==> config.mk <==
export PLATFORM = sky130hd
export DESIGN_NAME = rv32i_inst_encoder
export DESIGN_NICKNAME = d
export VERILOG_FILES = /design/src/rtl/rv32i_enc_pkg.sv /design/src/rtl/rv32i_enc_pack.sv /design/src/rtl/rv32i_inst_encoder.sv
export SDC_FILE = /design/constraint.sdc
export NUM_CORES = 1
export LEC_CHECK = 0
export CAP_MARGIN = 20
export CORE_MARGIN = 4
export CORE_UTILIZATION = 35
export DETAILED_ROUTE_END_ITERATION = 8
export PLACE_DENSITY = 0.63
export SLEW_MARGIN = 20
export SYNTH_ARGS = -nofsm -noshare
export SYNTH_HDL_FRONTEND = slang
export SYNTH_SLANG_ARGS = --single-unit
export TNS_END_PERCENT = 30
==> constraint.sdc <==
create_clock -name clk -period 3.1 [get_ports clk]
set_input_delay 0.62 -clock clk [delete_from_list [all_inputs] [get_ports clk]]
set_output_delay 0.62 -clock clk [all_outputs]
set_load 0.01 [all_outputs]
==> src/rtl/rv32i_enc_pkg.sv <==
// Shared types and constants for the RV32I instruction encoder.
package rv32i_enc_pkg;

  typedef enum logic [2:0] {
    FmtR     = 3'd0,
    FmtI     = 3'd1,
    FmtS     = 3'd2,
    FmtB     = 3'd3,
    FmtU     = 3'd4,
    FmtJ     = 3'd5,
    FmtFence = 3'd6,
    FmtRsvd  = 3'd7
  } enc_fmt_e;

  typedef enum logic [1:0] {
    StEmpty = 2'd0,
    StOne   = 2'd1,
    StTwo   = 2'd2
  } buf_state_e;

  typedef struct packed {
    logic [31:0] word;
    logic        err;
  } enc_word_t;

  localparam logic [6:0] OpcLui     = 7'b0110111;
  localparam logic [6:0] OpcAuipc   = 7'b0010111;
  localparam logic [6:0] OpcJal     = 7'b1101111;
  localparam logic [6:0] OpcJalr    = 7'b1100111;
  localparam logic [6:0] OpcBranch  = 7'b1100011;
  localparam logic [6:0] OpcLoad    = 7'b0000011;
  localparam logic [6:0] OpcStore   = 7'b0100011;
  localparam logic [6:0] OpcOpImm   = 7'b0010011;
  localparam logic [6:0] OpcOp      = 7'b0110011;
  localparam logic [6:0] OpcMiscMem = 7'b0001111;

  localparam logic [31:0] InstNop = 32'h0000_0013;

endpackage

==> src/rtl/rv32i_enc_pack.sv <==
// Combinational field packing and immediate legality check for one request.
// FENCE encoding is enabled by defining RV32I_ENC_FENCE_EN.
module rv32i_enc_pack
  import rv32i_enc_pkg::*;
(
  input  logic [2:0]  fmt,
  input  logic [6:0]  opcode,
  input  logic [2:0]  funct3,
  input  logic [6:0]  funct7,
  input  logic [4:0]  rs1,
  input  logic [4:0]  rs2,
  input  logic [4:0]  rd,
  input  logic [31:0] imm,
  output logic [31:0] word,
  output logic        illegal
);

  logic [31:0] raw;
  logic        bad;
  logic        fits_12;
  logic        fits_13;
  logic        fits_21;

  // A value fits N signed bits when all bits above N-2 match the sign.
  assign fits_12 = (&imm[31:11]) | ~(|imm[31:11]);
  assign fits_13 = (&imm[31:12]) | ~(|imm[31:12]);
  assign fits_21 = (&imm[31:20]) | ~(|imm[31:20]);

  always_comb begin
    raw = '0;
    bad = 1'b0;
    unique case (enc_fmt_e'(fmt))
      FmtR: raw = {funct7, rs2, rs1, funct3, rd, opcode};
      FmtI: begin
        raw = {imm[11:0], rs1, funct3, rd, opcode};
        bad = ~fits_12;
      end
      FmtS: begin
        raw = {imm[11:5], rs2, rs1, funct3, imm[4:0], opcode};
        bad = ~fits_12;
      end
      FmtB: begin
        raw = {imm[12], imm[10:5], rs2, rs1, funct3, imm[4:1], imm[11], opcode};
        bad = ~fits_13 | imm[0];
      end
      FmtU: begin
        raw = {imm[31:12], rd, opcode};
        bad = |imm[11:0];
      end
      FmtJ: begin
        raw = {imm[20], imm[10:1], imm[11], imm[19:12], rd, opcode};
        bad = ~fits_21 | imm[0];
      end
      FmtFence: begin
`ifdef RV32I_ENC_FENCE_EN
        raw = {imm[11:0], rs1, funct3, rd, OpcMiscMem};
`else
        bad = 1'b1;
`endif
      end
      FmtRsvd: bad = 1'b1;
    endcase
  end

  assign word    = bad ? InstNop : raw;
  assign illegal = bad;

endmodule

==> src/rtl/rv32i_inst_encoder.sv <==
// RV32I instruction encoder: packs field requests into a 2-entry in-order output buffer.
// Build option: RV32I_ENC_FENCE_EN enables FENCE encoding for enc_fmt=6.
module rv32i_inst_encoder
  import rv32i_enc_pkg::*;
(
  input  logic        clk,
  input  logic        rst_n,
  input  logic        enc_valid,
  output logic        enc_ready,
  input  logic [2:0]  enc_fmt,
  input  logic [6:0]  opcode,
  input  logic [2:0]  funct3,
  input  logic [6:0]  funct7,
  input  logic [4:0]  rs1,
  input  logic [4:0]  rs2,
  input  logic [4:0]  rd,
  input  logic [31:0] imm,
  output logic        inst_valid,
  input  logic        inst_ready,
  output logic [31:0] inst,
  output logic        inst_err,
  output logic [7:0]  err_count
);

  buf_state_e  state_q, state_d;
  enc_word_t   head_q, head_d;
  enc_word_t   tail_q, tail_d;
  enc_word_t   new_word;
  logic [7:0]  err_count_q, err_count_d;
  logic [31:0] pk_word;
  logic        pk_illegal;
  logic        push;
  logic        pop;

  rv32i_enc_pack u_pack (
    .fmt     (enc_fmt),
    .opcode  (opcode),
    .funct3  (funct3),
    .funct7  (funct7),
    .rs1     (rs1),
    .rs2     (rs2),
    .rd      (rd),
    .imm     (imm),
    .word    (pk_word),
    .illegal (pk_illegal)
  );

  assign enc_ready  = (state_q != StTwo);
  assign inst_valid = (state_q != StEmpty);
  assign inst       = head_q.word;
  assign inst_err   = head_q.err;
  assign err_count  = err_count_q;

  assign push     = enc_valid & enc_ready;
  assign pop      = inst_valid & inst_ready;
  assign new_word = '{word: pk_word, err: pk_illegal};

  always_comb begin
    state_d = state_q;
    head_d  = head_q;
    tail_d  = tail_q;
    unique case (state_q)
      StEmpty: begin
        if (push) begin
          head_d  = new_word;
          state_d = StOne;
        end
      end
      StOne: begin
        if (push && pop) begin
          head_d = new_word;
        end else if (push) begin
          tail_d  = new_word;
          state_d = StTwo;
        end else if (pop) begin
          state_d = StEmpty;
        end
      end
      StTwo: begin
        if (pop) begin
          head_d  = tail_q;
          state_d = StOne;
        end
      end
      default: state_d = StEmpty;
    endcase
  end

  // Only accepted requests count, so a stalled illegal request is counted once.
  always_comb begin
    err_count_d = err_count_q;
    if (push && pk_illegal && (err_count_q != 8'hFF)) begin
      err_count_d = err_count_q + 8'd1;
    end
  end

  always_ff @(posedge clk or negedge rst_n) begin
    if (!rst_n) begin
      state_q     <= StEmpty;
      head_q      <= '0;
      tail_q      <= '0;
      err_count_q <= '0;
    end else begin
      state_q     <= state_d;
      head_q      <= head_d;
      tail_q      <= tail_d;
      err_count_q <= err_count_d;
    end
  end

endmodule

# --- Word level (Yosys, flattened, before mapping) ---
# Index checks and enable logic that the tools add are counted.
op_classes:
  n_addsub: 1
  n_mux: 13
  n_bitwise: 14
  n_reduce_logical: 19
  n_eq_ne: 16
ops:
  columns: ["operator", "count"]
  rows:
  - ["$pmux 32 s6", 1]
  - ["$mux 33", 3]
  - ["$pmux 33 s3", 1]
  - ["$mux 32", 1]
  - ["$reduce_or 12->1", 2]
  - ["$reduce_and 21->1", 1]
  - ["$reduce_or 21->1", 1]
  - ["$reduce_and 20->1", 1]
  - ["$reduce_or 20->1", 1]
  - ["$eq 3x3->1 const B", 4]
  - ["$reduce_and 12->1", 1]
  - ["$mux 2", 5]
  - ["$ne 2x2->1 const B", 5]
  - ["$add 8x1->8 const B", 1]
  - ["$ne 8x8->1 const B", 1]
  - ["$reduce_and 4->1", 2]
  - ["$not 1->1", 7]
  - ["$eq 3x2->1 const B", 2]
  - ["$pmux 2 s3", 1]
  - ["$or 1x1->1", 5]
  - ["$pmux 1 s5", 1]
  - ["$reduce_or 2->1", 2]
  - ["$eq 3x1->1 const B", 1]
  - ["$logic_and 1x1->1", 3]
  - ["9 further kinds", 10]
totals:
  in_bits: 71
  output_inout_bits: 43
  ff_bits: 76
  wordCells: 69

# --- Depth between registers and ports, before layout ---
depth:
  depth_word: 9
  mapped_depth: 9
  depth_no_buf: 7

# --- By module ---
# A second synthesis with hierarchy kept.
unflattened:
  hier_cells: 435
  hier_area_um2: 4147.7
modules_own_cells:
  columns: ["mod", "cells_each", "seq_area_each_um2", "area_per_inst_um2", "instances"]
  rows:
  - ["rv32i_inst_encoder", 299, 1901.8, 3233.1, 1]
  - ["rv32i_enc_pack", 136, 0.0, 914.6, 1]

# --- Worst setup path before layout ---
# No wires, ideal clock.
synth_path:
  path_kind: "input port to flip-flop"
  start: "in imm[12]"
  end: "reg head_q, in the netlist inst[5]"
  t_arrival_ns: 2.306
  path_buffers: 1
  setup_time_ns: 0.077
  path_slack_ns: 0.716
  cell_stages: 8
  t_required_ns: 3.023
  path_cell_list: "or4_1 -> nor2_1 -> a22oi_1 -> o211ai_2 -> o311ai_4 -> buf_6 -> or3b_1 -> a21oi_1"
synth_between:
  elab_chain_len: 9
  elab_cells_between_ends: 16
  classes_between: "mux: 5; bitwise: 7; reduce/logical: 4"
synth_lines:
  columns: ["item", "line", "text"]
  rows:
  - ["start: declaration", "rv32i_inst_encoder.sv:17", "input logic [31:0] imm,"]
  - ["$reduce_or 20->1", "rv32i_enc_pack.sv:26", "assign fits_13 = (&imm[31:12]) | ~(|imm[31:12]);"]
  - ["$not 1->1", "rv32i_enc_pack.sv:26", null]
  - ["$or 1x1->1", "rv32i_enc_pack.sv:26", null]
  - ["$not 1->1", "rv32i_enc_pack.sv:44", "bad = ~fits_13 | imm[0];"]
  - ["$or 1x1->1", "rv32i_enc_pack.sv:44", null]
  - ["$pmux 1 s5 *", "rv32i_enc_pack.sv:32", "unique case (enc_fmt_e'(fmt))"]
  - ["$mux 32 *", "rv32i_enc_pack.sv:65", "assign word = bad ? InstNop : raw;"]
  - ["$mux 33, on equally long branches", "rv32i_inst_encoder.sv:70, rv32i_inst_encoder.sv:64", null]
  - ["$pmux 33 s3 *", "rv32i_inst_encoder.sv:62", "unique case (state_q)"]
  - ["end signal: assignment", "rv32i_inst_encoder.sv:100", "head_q <= '0;"]
  - ["end signal: assignment", "rv32i_inst_encoder.sv:105", "head_q <= head_d;"]
  - ["end: declaration", "rv32i_inst_encoder.sv:26", "enc_word_t head_q, head_d;"]
# Every way passes the cells marked *; elsewhere a longest branch is shown, timed or not. The select of a mux whose other input is x is not followed.
# A chain may end at the register's enable or synchronous reset.

# --- Worst setup path in the final report ---
layout_path:
  start: "in imm[29]"
  end: "reg err_count_q[1] (netlist: err_count[1])"
layout_between:
  elab_chain_len: 8
  elab_cells_between_ends: 20
  classes_between: "mux: 1; bitwise: 11; reduce/logical: 8"
layout_lines:
  columns: ["item", "line", "text"]
  rows:
  - ["$reduce_or 20->1 or $reduce_or 12->1 (tied branches)", "rv32i_enc_pack.sv:26, rv32i_enc_pack.sv:27", null]
  - ["$not 1->1, on equally long branches", "rv32i_enc_pack.sv:26, rv32i_enc_pack.sv:27", null]
  - ["$or 1x1->1, on equally long branches", "rv32i_enc_pack.sv:26, rv32i_enc_pack.sv:27", null]
  - ["$not 1->1, on equally long branches", "rv32i_enc_pack.sv:44, rv32i_enc_pack.sv:52", null]
  - ["$or 1x1->1, on equally long branches", "rv32i_enc_pack.sv:44, rv32i_enc_pack.sv:52", null]
  - ["$pmux 1 s5 *", "rv32i_enc_pack.sv:32", null]
  - ["$logic_and 1x1->1 * (2 in series)", "rv32i_inst_encoder.sv:92", "if (push && pk_illegal && (err_count_q != 8'hFF)) begin"]
  - ["end signal: assignment", "rv32i_inst_encoder.sv:107", "err_count_q <= err_count_d;"]
  - ["end: declaration", "rv32i_inst_encoder.sv:29", "logic [7:0] err_count_q, err_count_d;"]
# Every way passes the cells marked *; elsewhere a longest branch is shown, timed or not.

==> impl_table.tex <==
\begin{tabular}{lr}
\hline
Metric & Value \\
\hline
\multicolumn{2}{l}{\textbf{Critical path}} \\
Largest driver fanout on the critical path & 32 \\
Worst endpoint data arrival time & 2910 ps \\
CP Launch Type & input pin \\
Worst setup EP type & register \\
Setup CP Type & in2reg \\
Critical Path RT & 3320 ps \\
\multicolumn{2}{l}{\textbf{CTS}} \\
H-tree depth & 3 \\
Post-CTS Hold Buffers & 0 \\
Buffer levels on the longest clock path & 2 \\
Number of buffers created by CTS & 9 \\
Clock tree from TritonCTS & built \\
Count of clock tree sinks & 76 \\
Clock root buffer & sky130\_fd\_sc\_hd\_\_clkbuf\_16 \\
Total of cells resized after clock tree synthesis & 0 \\
Clk\_lat worst skew & 340 ps \\
Clock edge transition at the registers on the reported setup and hold paths & 60 ps \\
Buffer count from post-CTS setup fixing & 0 \\
\multicolumn{2}{l}{\textbf{Placed design}} \\
Port buffer count & 113 \\
Placed cell count & 688 \\
Routability congestion estimate from global placement & 0.916 \\
Detailed placer's ending HPWL & 8.34 mm \\
\multicolumn{2}{l}{\textbf{GRT}} \\
Number of global-route vias before repair & 3738 \\
All-Layer GR Usage & 17.8\% \\
Gr ovfl total & 0 \\
Pin count of the biggest net entering global routing & 77 \\
Number of antenna violations at the first check in global routing & 0 \\
Wire length of the first global-routing pass & 18.7 mm \\
\multicolumn{2}{l}{\textbf{Routing}} \\
Number of DRC violations after detailed-routing iteration 0 & 271 \\
Number of vias per cell after detailed routing & 5.42 \\
Via count of the routed design & 3802 \\
Routed wire length & 11.5 mm \\
1st-pass router iterations & 4 \\
Antenna-violating nets left & 0 \\
Number of DRC violations after detailed routing & 0 \\
Per-cell routed wire length & 16.3 um \\
\multicolumn{2}{l}{\textbf{Finish}} \\
Diode count & 0 \\
Leading cell type in the layout, fill and taps excluded & sky130\_fd\_sc\_hd\_\_clkdlybuf4s50\_1 \\
Nets & 631 \\
Synth-to-Final Area Change & 40.0\% \\
Number of standard cells in the layout, taps in and fillers out & 702 \\
Share of post-route cells with drive strength above 1 & 7.83\% \\
Commonest cells after routing, fill and taps aside & sky130\_fd\_sc\_hd\_\_clkdlybuf4s50\_1, sky130\_fd\_sc\_hd\_\_a21oi\_1, sky130\_fd\_sc\_hd\_\_dfrtp\_1 \\
\multicolumn{2}{l}{\textbf{Floorplanning}} \\
Number of placement rows & 38 \\
Initial Utilization & 36.4\% \\
Die X-Extent & 115 um \\
Core footprint & 11000 sq um \\
Die outline area & 13300 sq um \\
Top-level port count & 114 \\
Die outline height & 115 um \\
\multicolumn{2}{l}{\textbf{Timing}} \\
Worst setup skew after layout & 5.45 ps \\
Setup tns final & 0 ps \\
Post-route minimum period & 2690 ps \\
Final setup violation count & 0 \\
Highest achievable clock rate & 372 MHz \\
Setup repair after global routing missed its margin & false \\
Least-Margin Pin Slew & 946 ps \\
Final Hold Vio Count & 0 \\
Slew margin rel. & 36.9\% \\
Pins Over Slew Limit & 0 \\
Final period util & 86.6\% \\
Final hold slack & 433 ps \\
\multicolumn{2}{l}{\textbf{Yosys}} \\
Number of distinct library cells after synthesis & 41 \\
Syn Nets & 523 \\
Cell count after synthesis & 451 \\
Post-synthesis instance area & 4020 sq um \\
Count of synthesis-stage warnings from yosys & 0 \\
Flip-flop cell with the highest count after synthesis & sky130\_fd\_sc\_hd\_\_dfrtp\_1 \\
Share of the yosys chip area belonging to registers & 47.3\% \\
Flops \& latches, synth & 76 \\
Syn Area/Cell & 8.91 sq um \\
Number of enable-type register cells in the synthesized netlist & 0 \\
Share of async-settable or async-resettable flops after synthesis & 100\% \\
\multicolumn{2}{l}{\textbf{Power}} \\
Peak VDD IR & 0.287 mV \\
P per Cell Area & 624 nW/um\^{}2 \\
Total leakage power & 2.27 nW \\
\multicolumn{2}{l}{\textbf{Min path}} \\
Worst hold path type & in2async \\
\multicolumn{2}{l}{\textbf{Status}} \\
Result of the run & finished, final reports clean \\
\multicolumn{2}{l}{\textbf{Flow run}} \\
Max-capacitance violation count & 0 \\
\hline
\end{tabular}
-- synth_stat cells (3+ instances only) --
| master | n | area share, % |
|---|---|---|
| sky130_fd_sc_hd__xnor2_1 | 6 | 1.3 |
| sky130_fd_sc_hd__buf_6 | 3 | 0.84 |
| sky130_fd_sc_hd__a22oi_1 | 21 | 3.9 |
| sky130_fd_sc_hd__nand2b_1 | 4 | 0.62 |
| sky130_fd_sc_hd__nor4_1 | 6 | 0.93 |
| sky130_fd_sc_hd__buf_2 | 3 | 0.37 |
| sky130_fd_sc_hd__a21oi_1 | 80 | 10 |
| sky130_fd_sc_hd__o22a_1 | 5 | 1.1 |
| sky130_fd_sc_hd__or3_1 | 25 | 3.9 |
| sky130_fd_sc_hd__o31ai_1 | 22 | 4.1 |
| sky130_fd_sc_hd__nand3_1 | 6 | 0.75 |
| sky130_fd_sc_hd__nor2_1 | 44 | 4.1 |
| sky130_fd_sc_hd__mux2_2 | 4 | 1.1 |
| sky130_fd_sc_hd__and3_1 | 9 | 1.4 |
| sky130_fd_sc_hd__o21ai_0 | 8 | 1.0 |
| sky130_fd_sc_hd__a22o_1 | 4 | 0.87 |
| sky130_fd_sc_hd__o21ai_1 | 11 | 1.4 |
| sky130_fd_sc_hd__nand2_1 | 39 | 3.6 |
| sky130_fd_sc_hd__a31oi_1 | 3 | 0.47 |
| sky130_fd_sc_hd__dfrtp_1 | 76 | 47 |
| sky130_fd_sc_hd__buf_1 | 4 | 0.37 |
| sky130_fd_sc_hd__nor2b_1 | 12 | 1.9 |
| sky130_fd_sc_hd__nand4_1 | 6 | 0.93 |
| sky130_fd_sc_hd__or3b_1 | 4 | 0.87 |
| sky130_fd_sc_hd__inv_1 | 3 | 0.28 |
| sky130_fd_sc_hd__clkbuf_1 | 24 | 2.2 |
-- through the flow --
| stage | power, W | worst slack [ps] | utilization (%) | cell area (sq um) |
|---|---|---|---|---|
| after global placement | 0.00259 | 97.9 | 48.7 | 5370 |
| after floorplan | 0.00196 | 716 | - | 4020 |
| after CTS | 0.00356 | 437 | 51.0 | 5630 |
| final | 0.00351 | 414 | 51.0 | 5630 |
| after detailed placement | 0.00262 | 79.1 | 48.7 | 5370 |
| after global routing | 0.00374 | 296 | 51.0 | 5630 |
-- final cells by class --
cell class              instances  area, sq um
clock inverters                 3         15.0
multi-input cells             338         1970
flip-flops and latches         76         1900
clock buffers                  11          243
fillers                      1077         5400
repair buffers                131         1310
inverters                       3         11.3
well taps                     140          175
-- report_power, final --
group	total (W)	switching, W	internal [W]
Combinational	0.00116	0.000538	0.000619
Clock	0.000928	0.000378	0.000550
Sequential	0.00143	0.000175	0.00125
-- cell families (layout without fill, tap and decap cells) --
| kind of cell | Yosys count | after routing | share of synthesized area (%) |
|---|---|---|---|
| XOR/XNOR | 7 | 7 | 1.53 |
| adder cells (fa/ha/maj) | 1 | 1 | 0.311 |
| multiplexers | 7 | 7 | 1.93 |
| buffers and inverters | 37 | 148 | 4.11 |
| AO/OA/AOI/OAI | 161 | 161 | 24.7 |
| flip-flops | 76 | 76 | 47.3 |
| AND/OR/NAND/NOR | 162 | 162 | 20.1 |
-- worst paths after layout --
check / slack [ps] / to / depth (start not counted) / startpoint
worst max-delay path: 410 / err_count[1] / 9 / imm[29]
worst min-delay path: 430 / inst[17] / 1 / rst_n
worst max register to register: 900 / inst[18] / 6 / state_q[0]
worst min register to register: 470 / tail_q[30] / 2 / tail_q[30]
max in group asynchronous: 2060 / err_count[2] / 1 / rst_n
min in group clk: 470 / tail_q[30] / 2 / tail_q[30]
-- sequential cells by signal (all words and copies together) (netlist names) --
signal / count
inst: 32
tail_q: 33
err_count: 8
state_q: 2
inst_err: 1
-- worst max-delay path, stage by stage --
cell                              delay, ps
sky130_fd_sc_hd__clkdlybuf4s50_1        550
sky130_fd_sc_hd__nand4_1                120
sky130_fd_sc_hd__nor3_1                 410
sky130_fd_sc_hd__a22oi_1                170
sky130_fd_sc_hd__o211ai_2               200
sky130_fd_sc_hd__o311ai_4               150
sky130_fd_sc_hd__buf_12                 200
sky130_fd_sc_hd__and2_1                 170
sky130_fd_sc_hd__mux2_1                 300
-- metal layers --
metal | GRT usage [%] | up-vias | share of wire (%)
met2 | 27.2 | 119 | 47
met5 | 0 | - | 0
met4 | 6.73 | 0 | 1.9
met3 | 4.32 | 18 | 6.9
li1 | - | 1850 | -
met1 | 24.4 | 1815 | 44
No activity file was read; power rests on OpenSTA's default activity.
